File: src/rtl/sll_seq_pkg.sv
// Shared definitions for the sequential shift-left-logical unit:
// operand widths and the controller state encoding.
package sll_seq_pkg;

    localparam int XLEN    = 32;
    localparam int SHAMT_W = 5;

    typedef enum logic [1:0] {
        IDLE  = 2'd0,
        SHIFT = 2'd1,
        DONE  = 2'd2
    } state_e;

endpackage

File: src/rtl/sll_seq.sv
// Iterative logical left shifter: one bit position per cycle, result held
// until the consumer takes it. All outputs come straight from flops.
module sll_seq
    import sll_seq_pkg::*;
(
    input  logic               clk_i,
    input  logic               rst_ni,
    input  logic               valid_i,
    output logic               ready_o,
    input  logic [XLEN-1:0]    a_i,
    input  logic [SHAMT_W-1:0] b_i,
    input  logic               flush_i,
    output logic               valid_o,
    input  logic               ready_i,
    output logic [XLEN-1:0]    c_o,
    output logic               busy_o
);

    state_e               r_state;
    logic [XLEN-1:0]      r_acc;
    logic [SHAMT_W-1:0]   r_cnt;
    logic                 r_valid;
    logic                 r_ready;
    logic                 r_busy;
    logic [XLEN-1:0]      r_c;

    state_e               w_state_nxt;
    logic [XLEN-1:0]      w_acc_nxt;
    logic [SHAMT_W-1:0]   w_cnt_nxt;

    // Next-state, accumulator and counter logic; flush overrides everything.
    always_comb begin
        w_state_nxt = r_state;
        w_acc_nxt   = r_acc;
        w_cnt_nxt   = r_cnt;
        if (flush_i) begin
            w_state_nxt = IDLE;
            w_acc_nxt   = {XLEN{1'b0}};
            w_cnt_nxt   = {SHAMT_W{1'b0}};
        end else begin
            case (r_state)
                IDLE: begin
                    if (valid_i) begin
                        w_acc_nxt   = a_i;
                        w_cnt_nxt   = b_i;
                        w_state_nxt = (b_i == {SHAMT_W{1'b0}}) ? DONE : SHIFT;
                    end else begin
                        w_state_nxt = IDLE;
                    end
                end
                SHIFT: begin
                    w_acc_nxt = {r_acc[XLEN-2:0], 1'b0};
                    w_cnt_nxt = r_cnt - SHAMT_W'(1);
                    // A zero count here is unreachable; finish rather than wrap.
                    if (r_cnt <= SHAMT_W'(1)) begin
                        w_state_nxt = DONE;
                    end else begin
                        w_state_nxt = SHIFT;
                    end
                end
                DONE: begin
                    if (ready_i) begin
                        w_state_nxt = IDLE;
                    end else begin
                        w_state_nxt = DONE;
                    end
                end
                default: begin
                    w_state_nxt = IDLE;
                    w_acc_nxt   = {XLEN{1'b0}};
                    w_cnt_nxt   = {SHAMT_W{1'b0}};
                end
            endcase
        end
    end

    // State registers plus output flops decoded from the next state.
    always_ff @(posedge clk_i or negedge rst_ni) begin
        if (!rst_ni) begin
            r_state <= IDLE;
            r_acc   <= {XLEN{1'b0}};
            r_cnt   <= {SHAMT_W{1'b0}};
            r_valid <= 1'b0;
            r_ready <= 1'b1;
            r_busy  <= 1'b0;
            r_c     <= {XLEN{1'b0}};
        end else begin
            r_state <= w_state_nxt;
            r_acc   <= w_acc_nxt;
            r_cnt   <= w_cnt_nxt;
            r_valid <= (w_state_nxt == DONE);
            r_ready <= (w_state_nxt == IDLE);
            r_busy  <= (w_state_nxt != IDLE);
            r_c     <= (w_state_nxt == DONE) ? w_acc_nxt : {XLEN{1'b0}};
        end
    end

    assign valid_o = r_valid;
    assign ready_o = r_ready;
    assign busy_o  = r_busy;
    assign c_o     = r_c;

endmodule

File: config.mk
export PLATFORM = sky130hd
export DESIGN_NAME = sll_seq
export DESIGN_NICKNAME = d
export VERILOG_FILES = /design/src/rtl/sll_seq_pkg.sv /design/src/rtl/sll_seq.sv
export SDC_FILE = /design/constraint.sdc
export NUM_CORES = 1
export LEC_CHECK = 0
export BUFFER_PORTS_ARGS = -buffer_cell sky130_fd_sc_hd__buf_2
export CAP_MARGIN = 20
export CORE_UTILIZATION = 47
export DETAILED_ROUTE_END_ITERATION = 10
export GPL_ROUTABILITY_DRIVEN = 0
export GPL_TIMING_DRIVEN = 0
export PLACE_DENSITY = 0.86
export RECOVER_POWER = 100
export SYNTH_ARGS = -nofsm -noshare
export SYNTH_HDL_FRONTEND = slang
export SYNTH_SLANG_ARGS = --single-unit
File: constraint.sdc
create_clock -name clk_i -period 1.5 [get_ports clk_i]
set_input_delay 0.075 -clock clk_i [delete_from_list [all_inputs] [get_ports clk_i]]
set_output_delay 0.075 -clock clk_i [all_outputs]
set_load 0.01 [all_outputs]
==> reports/metrics.sh <==
WORST-R2R-CELL-COUNT=6
SITE_ROW_COUNT=29
MAXCLOCKFREQUENCY_MHz=598
OUTCOME='finished, violations left'
CRIT_FAMILY='simple AND/OR/NAND/NOR gates'
NUMBER_OF_WARNINGS_PRINTED_DURING_YOSYS_SYNTHESIS=0
TIMING_MAX_TRANSITION_VIOLATIONS_FINAL=0
MAXCAPVIOLATIONS=0
SYN_AREA_SQ_UM=3080
IR_DROP_V=0.000719
PLACE.DETAILED.HPWL_UM=4710
DETAILED_PLACE.AREA_SQ_UM=3580
CRIT_PATH_MAX_CELL_DELAY_PS=410
MEASURED_SLEW_AT_THE_WORST_SLEW_CHECK_PIN_PS=984
PLACE.PORT_BUFFERS=75
SYNTH.DISTINCT_CELLS=35
WORST_SLACK_PS=-171
SYNTHMOSTINSTANTIATEDCELL='sky130_fd_sc_hd__dfrtp_1'
DRT-PASS1-ITER-COUNT=4
NUM_VIAS=2677
SYNTH_SEQ_AREA_SHARE_PCT=60.2
GRT_START_MAX_NET_PINS=75
VIOLATIONS='negative setup slack'
WORST_ENDPOINT_DATA_ARRIVAL_TIME_PS=1940
CLOCK_INSERTION_DELAY_WORST_SKEW_PS=350
NUMBER_OF_GLOBAL_ROUTE_VIAS_BEFORE_REPAIR=2783
CTS_BUF_COUNT=9
CORE_SQ_UM=6350
SYNTH_SEQ_CELLS=74
ANTENNA-DIODE-COUNT=0
CTS_TREE='yes'
POWER.STATIC_LEAKAGE_nW=2.04
IOS=77
NNETSFINAL=428
CRIT_CHAIN='buf_6, a21o_4, nor4_4, nor3_4, buf_4, nor2_1'
DRT-VIAS-PER-INSTANCE=5.74
SHARE_OF_POST_ROUTE_CELLS_WITH_DRIVE_STRENGTH_ABOVE_1_PCT=42.7
WORST_R2R_ENDPOINT='c_o[19]'
YOSYS-TOP-CELLS-AREA='sky130_fd_sc_hd__dfrtp_1, sky130_fd_sc_hd__a2bb2oi_1, sky130_fd_sc_hd__nor2_1'
CPMAXSTAGEDELAYCELL='sky130_fd_sc_hd__nor4_4'
ANTENNA_FOUND_INITIAL=0
WIRE_LENGTH_OF_THE_FIRST_GLOBAL_ROUTING_PASS_UM=13400
REQUIRED_PS=1770
CELLPOWERDENSITY_nW_PER_UM2=1200
REG2REG_SETUP_SLACK_PS=-170
FIN_CRIT_PS=1670
WORSTSETUPENDPOINTTYPE='flip-flop'
LAYOUT_WORST_PATH_CYCLE_SHARE_PCT=111
SYN_NETS=322
FILLERS=460
SYNTH_CELLS=278
GRT_UTIL_ALL_LAYERS_PCT=24.8
DIE_HEIGHT_UM=82.9
FRACTION_OF_REGISTERS_WITH_ASYNC_SET_RESET_PCT=100
CTS.HTREE.LEVELS=3
TIMING.CRITICAL_PATH.BUF_INV=2
UTIL_AFTER_LAYOUT_PCT=69.8
SYNTHESIS.AREA_PER_INSTANCE_SQ_UM=11.1
DETAIL_ROUTE.ITER0.VIOLATIONS=209
DP.CELLS=430
POST_LAYOUT_NONFILLER_INSTANCES=466
WORST-PATH-MAX-FANOUT=6
WORSTSETUPSTARTPOINTTYPE='flip-flop'
DIE_WIDTH_UM=82.9
HOLD_PATH_CLASS='in -> reg'
GRT_OVERFLOW=0
CLKSINKCOUNT=74
SYNTH_FLOP_CELL='sky130_fd_sc_hd__dfrtp_1'
ANT_NETS=0
INITIAL_UTILIZATION_PCT=48.5
FINALCLOCKSKEW_PS=7.86
SLEW_HEADROOM_PCT=34.4
WORST_R2R_STARTPOINT='r_state[0]'
NUMBER_OF_FLOPS_MAPPED_TO_ENABLE_CELLS_BY_YOSYS=0
POST-SYNTH-TOP-AREA-CELL='sky130_fd_sc_hd__dfrtp_1'
REGISTER_CLOCK_PIN_SLEW_ON_THE_REPORTED_WORST_SETUP_AND_HOLD_PATHS_PS=80
DP_SLACK_PS=-328
CRITICALPATHCATEGORY='reg -> reg'
SYNTH_COMMON_CELLS='sky130_fd_sc_hd__dfrtp_1, sky130_fd_sc_hd__nor2_1, sky130_fd_sc_hd__a2bb2oi_1, sky130_fd_sc_hd__a22oi_1, sky130_fd_sc_hd__clkbuf_1'
CRITPATHCAPTURE='c_o[19]'
TOTALWIRELENGTH_UM=8500
GRT_SETUP_UNREPAIRED='yes'
FINALSETUPVIOLATIONS=44
FP.DIEAREA_SQ_UM=6880
CRITICAL_PATH_DEPTH=6
CTS_MAX_PATH_BUFS=2
POST-SYNTH-TOP-AREA-FRACTION_PCT=59.3
WIRE_PER_INST_UM=18.2
SETUP.WORST_PATH.START='r_state[0]'
DETAIL_ROUTE.DRC_VIOLATIONS=0
POSTLAYOUTCELLAREA_SQ_UM=4430
HOLD_VIOL_FINAL=0
SYNTHTOLAYOUTAREAGROWTH_PCT=44.0
ROOT_BUFFER='sky130_fd_sc_hd__clkbuf_8'
## layout make-up
type                       count  area [sq um]  area share, %
inverter                       6          22.5          0.508
multi-input combinational    178          1600           36.0
buffer                        22           178           4.01
sequential                    74          1860           41.9
clock inverter                 5          78.8           1.78
clock buffer                  11           131           2.96
tap                           77          96.3           2.17
timing repair buffer          93           474           10.7
## worst register-to-register path: stages, from the launching register on
cell and delay (ps):
sky130_fd_sc_hd__dfrtp_1 400, sky130_fd_sc_hd__buf_6 140, sky130_fd_sc_hd__a21o_4 220, sky130_fd_sc_hd__nor4_4 410, sky130_fd_sc_hd__nor3_4 120, sky130_fd_sc_hd__buf_4 190, sky130_fd_sc_hd__nor2_1 110
## where the power goes
group / internal [mW] / total [mW] / switching [mW] / leakage, nW
Combinational: 0.610 / 1.36 / 0.752 / 0.931
Sequential: 2.14 / 2.25 / 0.104 / 1.00
Clock: 0.936 / 1.69 / 0.759 / 0.107
## worst min-delay path by stage
| stage | from | end | slack, ps | cells past startpoint |
|---|---|---|---|---|
| 2_1_floorplan | rst_ni | busy_o | -220 | 0 |
| 3_3_place_gp | a_i[0] | r_acc[0] | 360 | 3 |
| 3_5_place_dp | rst_ni | r_cnt[3] | 280 | 1 |
| 4_1_cts | flush_i | r_cnt[4] | 60 | 2 |
| 5_1_grt | flush_i | r_cnt[3] | 90 | 2 |
| 6_report | flush_i | r_cnt[4] | 80 | 2 |
## layout by cell type, fill, tap and decap left out, drive strengths merged, types with 2 or more instances in the layout
master	n
a21oi	10
a22oi	31
a2bb2oi	32
buf	65
bufinv	2
clkbuf	59
clkinv	3
dfrtp	73
dlygate4sd3	2
ha	2
inv	6
nand2	2
nand2b	2
nor2	70
nor2b	4
nor3	5
nor4b	2
o21ai	3
or3	3
## per-stage QoR
stage | hold WS (ps) | TNS (ps) | power, mW
after floorplan | -221 | -803 | 2.87
after global placement | 357 | -19660 | 3.13
after detailed placement | 278 | -18230 | 3.17
after CTS | 64.1 | -2910 | 5.13
after global routing | 89.3 | -7780 | 5.50
final | 82.4 | -4400 | 5.30
## metal layers
layer | vias up | track usage [%] | routed length [um]
met4 | 0 | 11.9 | 204
li1 | 1208 | - | -
met2 | 127 | 41.0 | 4260
met5 | - | 0 | 0
met3 | 21 | 4.97 | 464
met1 | 1321 | 31.4 | 3570
## registers in the layout (all words and copies together), names as in the netlist
signal and flops:
c_o 32, r_acc 32, r_cnt 5, r_state 2
busy_o 1, ready_o 1, valid_o 1
## cells by family after synthesis
group | after synthesis | share of synthesized area (%)
AND/OR/NAND/NOR | 91 | 13.7
AO/OA/AOI/OAI | 81 | 20.2
flip-flops | 74 | 60.2
buffers and inverters | 28 | 4.51
adder cells (fa/ha/maj) | 2 | 0.813
XOR/XNOR | 1 | 0.285
multiplexers | 1 | 0.325
## timing repair
item	in CTS	in global routing
hold endpoints to repair	74	0
hold buffers	2	0
gates cloned	3	1
gates resized for setup	78	42
buffers inserted	12	2
pin swaps	6	2
endpoints found under the setup margin	73	69
Power figures use the tool's default switching activity.
